## config.mk

```make
export PLATFORM = sky130hd
export DESIGN_NAME = warp_scheduler
export DESIGN_NICKNAME = d
export VERILOG_FILES = /design/src/rtl/warp_scheduler.sv
export SDC_FILE = /design/constraint.sdc
export NUM_CORES = 1
export LEC_CHECK = 0
export BUFFER_PORTS_ARGS = -buffer_cell sky130_fd_sc_hd__buf_4
export CAP_MARGIN = 0
export CORE_UTILIZATION = 46
export DETAILED_ROUTE_END_ITERATION = 16
export GPL_TIMING_DRIVEN = 0
export MAX_ROUTING_LAYER = met4
export PLACE_DENSITY = 0.74
export SYNTH_ARGS = -nofsm -noshare
export SYNTH_HDL_FRONTEND = slang
export SYNTH_SLANG_ARGS = --single-unit
```

## constraint.sdc

```tcl
create_clock -name clk -period 1.8 [get_ports clk]
set_clock_uncertainty 0.15 [all_clocks]
set_input_delay 0.36 -clock clk [delete_from_list [all_inputs] [get_ports clk]]
set_output_delay 0.36 -clock clk [all_outputs]
set_load 0.03 [all_outputs]
```

## src/rtl/warp_scheduler.sv

```systemverilog
// Round-robin issue scheduler: grants one resident warp the execution pipeline per
// instruction, holds the grant until retirement, and reports block completion.
module warp_scheduler #(
  parameter int NUM_WARPS    = 4,
  parameter int WARP_ID_BITS = 2
) (
  input  logic                    clk,
  input  logic                    reset,
  input  logic                    start,
  input  logic [NUM_WARPS-1:0]    warp_active,
  input  logic [NUM_WARPS-1:0]    warp_ready,
  input  logic                    step_done,
  input  logic                    step_ret,
  output logic                    issue_valid,
  output logic [WARP_ID_BITS-1:0] issue_warp_id,
  output logic [NUM_WARPS-1:0]    active_mask,
  output logic                    busy,
  output logic                    block_done
);

  typedef enum logic [1:0] {IDLE, SELECT, ISSUE, DONE} state_t;

  localparam logic [WARP_ID_BITS-1:0] LAST_WARP = WARP_ID_BITS'(NUM_WARPS - 1);

  state_t                  state;
  logic [WARP_ID_BITS-1:0] last_grant;
  logic [NUM_WARPS-1:0]    cand;
  logic [NUM_WARPS-1:0]    mask_after;
  logic [WARP_ID_BITS-1:0] probe;
  logic [WARP_ID_BITS-1:0] pick_id;
  logic                    pick_valid;

  always_comb begin
    // NOTE: every variable gets a default first, so no path can infer a latch.
    cand       = active_mask & warp_ready;
    pick_valid = 1'b0;
    pick_id    = '0;
    probe      = '0;
    // Walk from the farthest offset down to last_grant+1 so the nearest candidate wins;
    // offset NUM_WARPS wraps back onto last_grant itself (sole-candidate re-grant).
    for (int i = NUM_WARPS; i >= 1; i--) begin
      probe = last_grant + WARP_ID_BITS'(i);
      if (cand[probe]) begin
        pick_valid = 1'b1;
        pick_id    = probe;
      end
    end
    mask_after = active_mask;
    if (step_ret) mask_after[issue_warp_id] = 1'b0;
  end

  // NOTE: sequential state uses non-blocking assignments only.
  always_ff @(posedge clk) begin
    if (reset) begin
      state         <= IDLE;
      issue_valid   <= 1'b0;
      issue_warp_id <= '0;
      active_mask   <= '0;
      busy          <= 1'b0;
      block_done    <= 1'b0;
      last_grant    <= LAST_WARP;
    end else begin
      case (state)
        IDLE, DONE: begin
          if (start) begin
            active_mask <= warp_active;
            last_grant  <= LAST_WARP;
            if (warp_active == '0) begin
              state      <= DONE;
              busy       <= 1'b0;
              block_done <= 1'b1;
            end else begin
              state      <= SELECT;
              busy       <= 1'b1;
              block_done <= 1'b0;
            end
          end
        end
        SELECT: begin
          if (pick_valid) begin
            issue_warp_id <= pick_id;
            issue_valid   <= 1'b1;
            state         <= ISSUE;
          end
        end
        ISSUE: begin
          if (step_done) begin
            issue_valid <= 1'b0;
            last_grant  <= issue_warp_id;
            active_mask <= mask_after;
            if (mask_after == '0) begin
              state      <= DONE;
              busy       <= 1'b0;
              block_done <= 1'b1;
            end else begin
              state <= SELECT;
            end
          end
        end
        default: state <= IDLE;
      endcase
    end
  end

endmodule

```

==> flow_metrics.tcl <==
set metrics [dict create \
    status "completed" \
    ctsHoldBuffers 0 \
    r2r_slack_ns 0.07 \
    nets 147 \
    grt_max_degree 11 \
    io_pins 22 \
    report.final.slew_viol_count 0 \
    die_width_um 45.4 \
    cp-start-kind "flip-flop" \
    timing.critical_path.to_type "flip-flop" \
    regToRegStartpoint "state[0]" \
    dpl.hpwl_um 1600 \
    period_share 0.963 \
    clk_path_buf_depth 2 \
    rr_worst_depth 6 \
    ys_types 41 \
    worstHoldStart "reset" \
    post_drt_wl_per_cell_um 13.5 \
    cts.reportedPaths.clkPinSlew_ns 0.09 \
    die_area_um2 2060 \
    drive_above_1_share 0.338 \
    fmax_mhz 577 \
    final_util 0.636 \
    rsz0062_at_grt "no" \
    design.core.area_um2 1750 \
    syn_area_um2 865 \
    critPathMaxFanout 6 \
    cp.arrival_ns 1.74 \
    drt-initial-drc-count 20 \
    hold_ws_ns 0.164 \
    drt-total-wl_um 2100 \
    p_leak_uw 0.000450 \
    port_buffers 21 \
    synth_seq_area_share 0.301 \
    detail-route-antenna-nets 0 \
    ys_warn_count 0 \
    grt_pass1_vias 792 \
    fillers 168 \
    syn_inst 104 \
    antenna_found_initial 0 \
    numClockSinks 13 \
    grt_pass1_wl_um 3330 \
    rows 15 \
    hold_end "last_grant[1]" \
    grt_use_total 0.231 \
    final-setup-viol-count 0 \
    r2r_end "active_mask[0]" \
    dr.pass1.iters 4 \
    hold_violations 0 \
    gp_congestion 0.802 \
    total_power_uw 1810 \
    root_buffer "clkbuf_4" \
    antennaDiodeCount 0 \
    hold_depth 3 \
    area_growth_pct 28.4 \
    peakVddDrop_uv 876 \
    syn_avg_cell_area_um2 8.31 \
    holdCritPathClass "in2reg" \
    crit_type "reg2reg" \
    dieHeight_um 45.4 \
    vias 874 \
    drc_errors 0 \
    synth_nets 120 \
    worst_ep_required_time_ns 1.80 \
    grt_overflow 0 \
    powerDensity_nw_per_um2 1630 \
    slew_headroom 0.648 \
    cts-htree-levels 1 \
    viasPerCell 5.64 \
    insertion_delay_ns 0.28 \
    final.setup.tns_ns 0 \
    cap_violations 0 \
    min_period_ns 1.73 \
    start_util 0.495 \
    cts_buffers 3 \
    ys_ff_latch 13 \
    tightest_slew_ns 0.527 \
    tritoncts "built" \
]
## layer usage
metal,track usage,part of all wire
met5,-,0
met4,0.0242,0
met3,0.0800,0.046
met2,0.377,0.48
met1,0.283,0.47
## worst max-delay path, cell delays in order (launching register included)
cell,delay (ns)
dfxtp_2,0.34
inv_1,0.06
ha_4,0.26
nor2b_4,0.15
or3_4,0.37
a211oi_2,0.20
a211oi_1,0.07
## layout make-up
type	instances	area, um^2	share of cell area
sequential	13	262	0.236
timing repair buffer	22	165	0.149
multi-input combinational	77	567	0.511
buffer	5	25.0	0.0225
tap	25	31.3	0.0282
inverter	9	33.8	0.0304
clock buffer	4	26.3	0.0237
## flip-flops by register name, summed over array words and instances, names as in the netlist
signal and flops:
state 2, active_mask 4, last_grant 2, issue_valid 1
busy 1, block_done 1, issue_warp_id 2
## worst max-delay path by stage
stage | from | endpoint | slack (ns) | cells past startpoint
floorplan | state[0] | active_mask[0] | 0.04 | 6
global placement | state[0] | active_mask[0] | -0.05 | 6
detailed placement | state[0] | active_mask[0] | -0.09 | 6
CTS | state[0] | active_mask[0] | 0.03 | 6
global route | state[0] | active_mask[0] | 0.01 | 6
finish | state[0] | active_mask[0] | 0.07 | 6
## layout by cell type, fill, tap and decap left out, drive strengths merged
master	n
buf	26
ha	3
nor2	7
o21ai	8
mux2	1
a211oi	4
and2	1
o211ai	1
a31oi	4
a21oi	7
or3	2
o41ai	1
nand3	1
nand2b	1
dfxtp	13
o311ai	1
a22o	1
a311oi	2
nor3b	2
nand3b	1
and3	2
o211a	1
or4	1
nor2b	2
nor3	2
inv	9
o32ai	3
nand2	10
nor4	1
o21a	1
clkbuf	5
a21boi	1
o22ai	2
a22oi	3
## synthesized netlist by cell type, drive strengths merged
master,instances,area (um^2)
a211oi,4,35.0
a21boi,1,7.51
a21oi,7,35.0
a22o,1,8.76
a22oi,3,32.5
a311oi,2,35.0
a31oi,4,25.0
and2,1,8.76
and3,2,12.5
buf,4,21.3
clkbuf,1,3.75
dfxtp,13,260
ha,3,37.5
inv,9,33.8
mux2,1,11.3
nand2,10,37.5
nand2b,1,6.26
nand3,1,5.00
nand3b,1,7.51
nor2,7,26.3
nor2b,2,27.5
nor3,2,10.0
nor3b,2,15.0
nor4,1,6.26
o211a,1,10.0
o211ai,1,12.5
o21a,1,7.51
o21ai,8,40.0
o22ai,2,12.5
o311ai,1,8.76
o32ai,3,26.3
o41ai,1,8.76
or3,2,17.5
or4,1,11.3
## per-stage QoR
step                      instance area [um^2]  setup slack [ns]  instances
after CTS                                 1100            0.0311        154
after global placement                    1070           -0.0458        150
after global routing                      1110            0.0119        155
after detailed placement                  1070           -0.0936        150
final                                     1110            0.0671        155
after floorplan                            877            0.0369        104
## power by group
group,switching [uW],total (uW),internal [uW]
Clock,109,195,86.1
Sequential,72.3,453,381
Combinational,636,1160,526
Total,817,1810,993
## what timing repair did
action                                  CTS  global route
setup buffers                             0             1
pin swaps                                 1             0
endpoints found under the setup margin    4             5
gates resized for setup                   3             3
## cells by family after synthesis
group / count (synthesis) / synth area share
mux: 1 / 0.0130
compound gates: 40 / 0.353
fa+ha+maj: 3 / 0.0434
buf+inv: 14 / 0.0680
flops: 13 / 0.301
simple gates: 33 / 0.221
(Power assumes the default switching activity.)
